File: config.mk
export PLATFORM = sky130hd
export DESIGN_NAME = rc4_xor_stream
export DESIGN_NICKNAME = d
export VERILOG_FILES = /design/src/rtl/rc4_xor_stream.sv
export SDC_FILE = /design/constraint.sdc
export NUM_CORES = 1
export LEC_CHECK = 0
export BUFFER_PORTS_ARGS = -buffer_cell sky130_fd_sc_hd__buf_2
export CORE_ASPECT_RATIO = 0.75
export CORE_MARGIN = 5
export CORE_UTILIZATION = 30
export DETAILED_ROUTE_END_ITERATION = 8
export GPL_ROUTABILITY_DRIVEN = 0
export PLACE_DENSITY_LB_ADDON = 0.05
export SLEW_MARGIN = 30
export SYNTH_ARGS = -nofsm -noshare
export SYNTH_HDL_FRONTEND = slang
export SYNTH_SLANG_ARGS = --single-unit
File: constraint.sdc
create_clock -name clk_i -period 5.4 [get_ports clk_i]
set_input_delay 0.54 -clock clk_i [delete_from_list [all_inputs] [get_ports clk_i]]
set_output_delay 0.54 -clock clk_i [all_outputs]
set_load 0.005 [all_outputs]
File: src/rtl/rc4_xor_stream.sv
// Keystream consumer: requests RC4 bytes under credit control, buffers them in a
// small FIFO and XORs them with the plaintext stream, one message per start.
//
// state | meaning
// IDLE  | waiting for start; counters hold last message values
// RUN   | requesting keystream and consuming plaintext
// DRAIN | all plaintext consumed, waiting for last ciphertext to leave
// DONE  | one-cycle message-complete pulse
module rc4_xor_stream #(
  parameter int KS_DEPTH = 4,
  parameter int CNT_W    = 16
) (
  input  logic             clk_i,
  input  logic             rst_i,
  input  logic             start_i,
  input  logic [CNT_W-1:0] msg_len_i,
  output logic             ks_req_o,
  input  logic             ks_valid_i,
  input  logic [7:0]       ks_byte_i,
  input  logic             pt_valid_i,
  input  logic [7:0]       pt_data_i,
  output logic             pt_ready_o,
  output logic             ct_valid_o,
  output logic [7:0]       ct_data_o,
  input  logic             ct_ready_i,
  output logic             busy_o,
  output logic             done_o,
  output logic [CNT_W-1:0] byte_cnt_o,
  output logic             ks_err_o
);

  localparam int PW = (KS_DEPTH > 1) ? $clog2(KS_DEPTH) : 1;
  localparam int FW = PW + 1;
  localparam int CW = PW + 2;

  typedef enum logic [1:0] {S_IDLE, S_RUN, S_DRAIN, S_DONE} state_t;

  state_t           state_q, state_d;
  logic [CNT_W-1:0] len_q, len_d;
  logic [CNT_W-1:0] req_cnt_q, req_cnt_d;
  logic [CNT_W-1:0] pt_cnt_q, pt_cnt_d;
  logic [CNT_W-1:0] byte_cnt_q, byte_cnt_d;
  logic [FW-1:0]    out_cnt_q, out_cnt_d;
  logic [FW-1:0]    fifo_cnt_q, fifo_cnt_d;
  logic [PW-1:0]    wr_ptr_q, wr_ptr_d;
  logic [PW-1:0]    rd_ptr_q, rd_ptr_d;
  logic             ks_req_q, ks_req_d;
  logic             ct_valid_q, ct_valid_d;
  logic             ks_err_q, ks_err_d;
  logic [7:0]       ct_data_q, ct_data_d;
  logic [7:0]       fifo_mem_q [KS_DEPTH];

  logic             push;
  logic             pop;
  logic             ct_hs;
  logic [CNT_W:0]   req_sum;
  logic [CW-1:0]    credit;

  // A byte is only accepted against an outstanding request; anything else is dropped.
  assign push    = ks_valid_i && (out_cnt_q != '0);
  assign pt_ready_o = (state_q == S_RUN) && (fifo_cnt_q != '0) && (pt_cnt_q < len_q)
                      && (!ct_valid_q || ct_ready_i);
  assign pop     = pt_valid_i && pt_ready_o;
  assign ct_hs   = ct_valid_q && ct_ready_i;
  assign req_sum = {1'b0, req_cnt_q} + {{CNT_W{1'b0}}, ks_req_q};
  assign credit  = CW'(fifo_cnt_q) + CW'(out_cnt_q) + CW'(ks_req_q);

  always_comb begin
    state_d    = state_q;
    len_d      = len_q;
    req_cnt_d  = req_cnt_q + CNT_W'(ks_req_q);
    out_cnt_d  = out_cnt_q + FW'(ks_req_q) - FW'(push);
    fifo_cnt_d = fifo_cnt_q + FW'(push) - FW'(pop);
    wr_ptr_d   = wr_ptr_q + PW'(push);
    rd_ptr_d   = rd_ptr_q + PW'(pop);
    pt_cnt_d   = pt_cnt_q + CNT_W'(pop);
    byte_cnt_d = byte_cnt_q + CNT_W'(ct_hs);
    ks_err_d   = ks_err_q | (ks_valid_i && (out_cnt_q == '0));
    ct_valid_d = ct_valid_q & ~ct_ready_i;
    ct_data_d  = ct_data_q;
    if (pop) begin
      ct_valid_d = 1'b1;
      ct_data_d  = pt_data_i ^ fifo_mem_q[rd_ptr_q];
    end
    // The in-flight request register counts against both length and credit.
    ks_req_d = (state_q == S_RUN) && (req_sum < {1'b0, len_q})
               && (credit < CW'(KS_DEPTH));

    case (state_q)
      S_IDLE: begin
        if (start_i) begin
          len_d      = msg_len_i;
          req_cnt_d  = '0;
          out_cnt_d  = '0;
          fifo_cnt_d = '0;
          wr_ptr_d   = '0;
          rd_ptr_d   = '0;
          pt_cnt_d   = '0;
          byte_cnt_d = '0;
          ks_err_d   = 1'b0;
          if (msg_len_i == '0) begin
            state_d = S_DONE;
          end else begin
            state_d  = S_RUN;
            ks_req_d = 1'b1;
          end
        end
      end
      S_RUN: begin
        if (pt_cnt_d == len_q) state_d = S_DRAIN;
      end
      S_DRAIN: begin
        if ((byte_cnt_d == len_q) && !ct_valid_d) state_d = S_DONE;
      end
      S_DONE:  state_d = S_IDLE;
      default: state_d = S_IDLE;
    endcase
  end

  always_ff @(posedge clk_i) begin
    if (rst_i) begin
      state_q    <= S_IDLE;
      len_q      <= '0;
      req_cnt_q  <= '0;
      out_cnt_q  <= '0;
      fifo_cnt_q <= '0;
      wr_ptr_q   <= '0;
      rd_ptr_q   <= '0;
      pt_cnt_q   <= '0;
      byte_cnt_q <= '0;
      ks_req_q   <= 1'b0;
      ct_valid_q <= 1'b0;
      ct_data_q  <= 8'h00;
      ks_err_q   <= 1'b0;
    end else begin
      state_q    <= state_d;
      len_q      <= len_d;
      req_cnt_q  <= req_cnt_d;
      out_cnt_q  <= out_cnt_d;
      fifo_cnt_q <= fifo_cnt_d;
      wr_ptr_q   <= wr_ptr_d;
      rd_ptr_q   <= rd_ptr_d;
      pt_cnt_q   <= pt_cnt_d;
      byte_cnt_q <= byte_cnt_d;
      ks_req_q   <= ks_req_d;
      ct_valid_q <= ct_valid_d;
      ct_data_q  <= ct_data_d;
      ks_err_q   <= ks_err_d;
    end
  end

  always_ff @(posedge clk_i) begin
    if (push) fifo_mem_q[wr_ptr_q] <= ks_byte_i;
  end

  assign ks_req_o   = ks_req_q;
  assign ct_valid_o = ct_valid_q;
  assign ct_data_o  = ct_data_q;
  assign busy_o     = (state_q == S_RUN) || (state_q == S_DRAIN);
  assign done_o     = (state_q == S_DONE);
  assign byte_cnt_o = byte_cnt_q;
  assign ks_err_o   = ks_err_q;

endmodule

== Yosys cells after proc, flatten, opt, wreduce, memory -nomap -nowiden ==
Memories as Yosys holds them, arrays and structs flattened. A register that Yosys moved wholly into a read port is not among the register bits.
Index checks and enable logic that the tools add are counted.

* RAM bits: 32
* Flip-flop bits (word level): 87
* Logic and storage cells: 90
* Output and inout bits: 30
* Memories kept: 1

{| class="wikitable"
|+ Memories
! memory !! depth !! bits a word !! rd ports !! clocked after Yosys merged registers in !! write ports !! RTL line !! RTL
|-
| fifo_mem_q || 4 || 8 || 1 || 1 || 1 || 51 || <nowiki>logic [7:0] fifo_mem_q [KS_DEPTH];</nowiki>
|}

* Bitwise logic cells: 4
* $add $sub $neg: 12
* Muxes and demuxes: 28
* Reductions and logical operators: 21
* Eq/ne operators: 8
* Magnitude comparators: 3

{| class="wikitable"
|+ Operator list
! cell !! count
|-
| 2-to-1 mux 16 bit || 6
|-
| adder 16 x 1 -> 16 bit || 3
|-
| == test 16 bit || 2
|-
| 2-to-1 mux 2 bit || 9
|-
| adder 16 x 1 -> 17 bit || 1
|-
| < comparator 17 x 16 -> 1 bit || 1
|-
| logical NOT 16 bit || 1
|-
| < comparator 16 bit || 1
|-
| 2-to-1 mux 3 bit || 4
|-
| logical AND 1 bit || 10
|-
| 2-to-1 mux 1 bit || 8
|-
| one-hot mux 2 bit (4 select lines) || 1
|-
| bitwise XOR 8 bit || 1
|-
| adder 3 x 1 -> 3 bit || 2
|-
| nonzero test 3 bit || 2
|-
| subtractor 3 x 1 -> 3 bit || 2
|-
| adder 2 x 1 -> 2 bit || 2
|-
| adder 3 x 3 -> 4 bit || 1
|-
| adder 4 x 1 -> 4 bit || 1
|-
| == test 2 bit, second input constant || 2
|-
| < comparator 4 x 3 -> 1 bit, second input constant || 1
|-
| inequality test 2 bit, second input constant || 2
|-
| logical NOT 3 bit || 1
|-
| AND reduction 3 bit || 1
|-
| other kinds (9) || 11
|}

== Logic depth before layout (Yosys ltp) ==
* Word-level depth: 10
* Depth in mapped cells: 23

== Worst setup path after synthesis ==
Ideal clock, no wire load.

* Kind: reg-to-reg
* From: reg len_q[10]
* To: reg state_q[1]
* Period minus slack after synthesis: 4,927 ps
* Required time: 5,285 ps
* Setup slack: 473 ps
* Setup time: 115 ps
* Stages on the path, launching flop included: 24
* Data arrival time: 4,812 ps
* Cells stage by stage: dfxtp_1 -> clkbuf_1 -> inv_1 -> ha_1 -> and3_1 -> a311o_1 -> o22ai_1 -> a21oi_1 -> a311oi_1 -> nand2_1 -> clkinv_1 -> buf_1 -> ha_1 -> ha_1 -> and3_1 -> buf_2 -> nand2_1 -> o311ai_0 -> o311ai_0 -> nor4_1 -> o2111ai_1 -> o32a_1 -> o31a_1 -> o21a_1

* Longest elaborated chain between the ends: 9

{| class="wikitable"
|+ Ends and longest elaborated chain
! element !! RTL line !! RTL
|-
| start, declared || 39 || <nowiki>logic [CNT_W-1:0] len_q, len_d;</nowiki>
|-
| start signal, assigned || 137 || <nowiki>len_q <= len_d;</nowiki>
|-
| < comparator 16 bit (*) || 61 || <nowiki>assign pt_ready_o = (state_q == S_RUN) && (fifo_cnt_q != '0) && (pt_cnt_q < len_q)</nowiki>
|-
| logical AND 1 bit (*) || 61 ||
|-
| logical AND 1 bit (*) || 62 || <nowiki>&& (!ct_valid_q || ct_ready_i);</nowiki>
|-
| via pt_ready_o || 22 || <nowiki>output logic pt_ready_o,</nowiki>
|-
| logical AND 1 bit (*) || 63 || <nowiki>assign pop = pt_valid_i && pt_ready_o;</nowiki>
|-
| via pop || 54 || <nowiki>logic pop;</nowiki>
|-
| parallel branches: the longest is 4 deep, another holds adder 16 x 1 -> 16 bit || - ||
|-
| AND reduction 3 bit (no line) (*) || - ||
|-
| end signal, assigned || 136 || <nowiki>state_q <= state_d;</nowiki>
|-
| end, declared || 38 || <nowiki>state_t state_q, state_d;</nowiki>
|}

Mark *: on every way through the listed nets, which the timed path passes.
A chain may end at the register's enable or synchronous reset.

== Worst setup path after layout ==
* From: reg len_q[10]
* To: reg state_q[1]

* Longest elaborated chain between the ends: 9

{| class="wikitable"
|+ Ends and longest elaborated chain
! element
|-
| parallel branches: the longest is 8 deep, another holds < comparator 16 bit
|-
| AND reduction 3 bit (no line) (*)
|}

Mark *: on every way between the ends.

==> impl_metrics.yaml <==
status:
  status: "completed"
worst_setup_path:
  cpPeakStageDelay_ns: 0.48
  crit_buf_inv: 2
  crit_path_end_kind: "flop"
  path_class: "reg2reg"
  critPathTopFamily: "compound AO/OA/AOI/OAI gates"
  crit_required_ns: 5.71
  start_kind: "flop"
  crit_arrival_ns: 5.25
  worstPathCellList: "inv_1 -> ha_1 -> and3_1 -> a311o_1 -> o22ai_1 -> a21oi_1 -> a311oi_1 -> nand2_1 -> clkinv_1 -> ha_1 -> ha_1 -> and3_1 -> nand2_1 -> o311ai_0 -> o311ai_0 -> nor4_1 -> o2111ai_1 -> o32a_1 -> o31a_1 -> o21a_1"
  cp_common_cell: "ha_1"
  path_max_fanout: 7
  crit_path_top_delay_cell: "dfxtp_1"
  regToRegSetupSlack_ns: 0.46
timing:
  final-setup-viol-count: 0
  hold_viol_final: 0
  clock.fmax_mhz: 203
  slew-limit-headroom_pct: 42.7
  finalClockSkew_ns: 0.0183
  period_share_pct: 91.4
  worstMarginPinSlew_ns: 0.856
  setup_tns_ns: 0
  report.final.slew_viol_count: 0
  period_needed_ns: 4.94
  rsz0062_at_grt: "no"
clock_tree:
  ctsHoldBuffers: 0
  cts_buffers: 17
  cts_buffer_depth: 2
  cts_tree: "done"
  cts_sinks: 119
  clk_latency_ns: 0.43
  path_clk_slew_ns: 0.07
  cts_root_buf: "clkbuf_16"
  cts_resized: 0
  post-cts-setup-buffers: 0
  htreeDepth: 4
route:
  dr.first_iter.drc_count: 331
  wl_mm: 18.5
  post_drt_via_cell_ratio: 4.83
  routed-via-count: 4961
  wl_per_cell_microns: 18.0
  drt_pass1_iterations: 5
  drc: 0
  ant_nets: 0
synth:
  ys.flop_type: "dfxtp_1"
  avgSynthCellArea_sq_um: 9.64
  synth_area_leaders: "dfxtp_1 27%, edfxtp_1 15%, ha_1 9.8%"
  syn-num-nets: 752
  synth_cell_types: 63
  synth.yosys.seq_area_share_pct: 42.3
  synth_edf_count: 32
  yosys.area.top_type: "dfxtp_1"
  ys_ff_latch: 119
  synth_compound_area_share_pct: 10.0
  yosysWarnings: 0
  synthSimpleGateAreaFrac_pct: 19.3
  synth_top_family_by_area: "simple AND/OR/NAND/NOR gates"
  yosysTopAreaCellShare_pct: 27.3
  synth_cells: 662
  netlist_area_sq_um: 6380
  synthMuxAreaShare_pct: 2.98
  async_flop_share_pct: 0
  synth_fa_ha_area_share_pct: 10.4
  synth-xor-area-share_pct: 11.1
global_routing:
  grt_pass1_wl_mm: 29.3
  track_usage_pct: 16.0
  grt_pass1_vias: 5103
  antenna_found_initial: 0
  overflow: 0
  grt_max_degree: 31
floorplan:
  dieArea_sq_um: 24300
  core-area_sq_um: 21100
  rows: 46
  initial_utilization_pct: 30.3
  pin_count: 68
  die_h_microns: 136
  fp.dieW_microns: 178
pwr:
  p_total_mw: 2.87
  powerDensity_nw_per_um2: 376
  vdd_drop_max_v: 0.000192
  leakage_nw: 3.05
placed_design:
  placed_cell_area_sq_um: 7020
  portBuffers: 67
  place_hpwl_mm: 14.2
layout:
  area_growth_pct: 19.5
  final_nets: 817
  drive_gt1_share_pct: 17.0
  n_antenna_cell: 0
  final_core_utilization_pct: 36.2
  final_area_sq_um: 7630
worst_hold_path:
  min_path_type: "in2reg"
flow_run:
  max-cap-violations: 0
[final cells by class]
type / count / area [sq um]
clock buffers: 17 / 425
clock inverters: 15 / 180
fillers: 2202 / 13400
inverters: 33 / 124
multi-input cells: 482 / 3450
flip-flops and latches: 119 / 2700
well taps: 288 / 360
repair buffers: 74 / 388
[synth_stat cells, drive strengths merged, types with 3 or more instances]
cell    count
nor2b       3
nor4        7
mux4        8
and3       25
o211ai      3
nand2      67
inv        32
and4        5
a21o        4
nand4      10
nand3      22
or3         4
and2       15
nand2b      4
dfxtp      87
edfxtp     32
nor2       62
nor3       14
buf        10
o22ai       3
a21oi      30
o21ai      14
xor2       24
xnor2      57
ha         50
clkbuf     18
a211oi     13
[layout by cell type, fill, tap and decap left out, types with 3 or more instances in the layout]
cell type	netlist	final
clkbuf_16	0	17
nor2_1	61	61
mux4_2	8	8
a211oi_1	13	13
inv_6	0	5
buf_2	6	67
inv_8	0	3
dfxtp_1	87	87
xor2_1	24	24
nand3_1	20	20
nor3_1	13	12
xnor2_1	57	57
nand2_1	67	67
nand2b_1	4	4
a21o_1	4	4
clkinv_8	0	3
a21oi_1	30	30
o21ai_0	14	14
nor4_1	7	7
o211ai_1	3	3
inv_1	32	32
buf_4	0	7
o22ai_1	3	3
nor2b_1	3	3
edfxtp_1	32	32
or3_1	4	4
and2_1	15	15
and4_1	5	5
ha_1	50	50
and3_1	25	25
nand4_1	10	10
[worst register-to-register path: stages, from the launching register on]
cell and delay (ns):
dfxtp_1 0.48, inv_1 0.13, ha_1 0.32, and3_1 0.19
a311o_1 0.34, o22ai_1 0.12, a21oi_1 0.09, a311oi_1 0.36
nand2_1 0.19, clkinv_1 0.09, ha_1 0.16, ha_1 0.21
and3_1 0.32, nand2_1 0.13, o311ai_0 0.32, o311ai_0 0.18
nor4_1 0.19, o2111ai_1 0.17, o32a_1 0.43, o31a_1 0.30
o21a_1 0.09
[worst paths after layout]
kind                                    from          endpoint  cells after the start
worst max-delay path               len_q[10]        state_q[1]                     20
worst min-delay path            ks_byte_i[0]  fifo_mem_q[2][0]                      1
worst max register to register     len_q[10]        state_q[1]                     20
worst min register to register      ks_err_o          ks_err_o                      2
[stage by stage]
stage                     std cells  setup slack, ns  hold slack, ns
final                          1028            0.463           0.328
after detailed placement        996            0.517           0.484
after global routing           1028           0.0491           0.308
after CTS                      1028            0.502           0.312
after floorplan                 662            0.473           0.460
after global placement          996            0.641           0.481
[power breakdown]
group,switching (mW),total [mW],internal [mW]
Sequential,0.0678,1.06,0.991
Clock,0.500,1.16,0.661
Combinational,0.373,0.644,0.272
Total,0.941,2.87,1.92
[per-layer routing]
| metal | GRT usage (%) | share of wire, % |
|---|---|---|
| met1 | 22.8 | 52 |
| met2 | 24.2 | 43 |
| met3 | 3.92 | 3.9 |
| met4 | 4.43 | 1.5 |
| met5 | 0 | 0 |
[sequential cells by signal, indices dropped and copies added, names as in the netlist]
name        cells
ks_req_o        1
ct_data_o       8
ks_err_o        1
req_cnt_q      16
fifo_mem_q     32
out_cnt_q       3
rd_ptr_q        2
state_q         2
wr_ptr_q        2
byte_cnt_o     16
ct_valid_o      1
pt_cnt_q       16
fifo_cnt_q      3
len_q          16
[cell families after synthesis]
| logic type | Yosys count |
|---|---|
| and+or+nand+nor | 246 |
| buffers and inverters | 61 |
| DFF | 119 |
| AOI/OAI and AO/OA | 94 |
| xor gates and xnor gates | 81 |
| muxes | 9 |
| adders and majority gates | 52 |
Note: power is estimated with default switching activity, not from simulation.
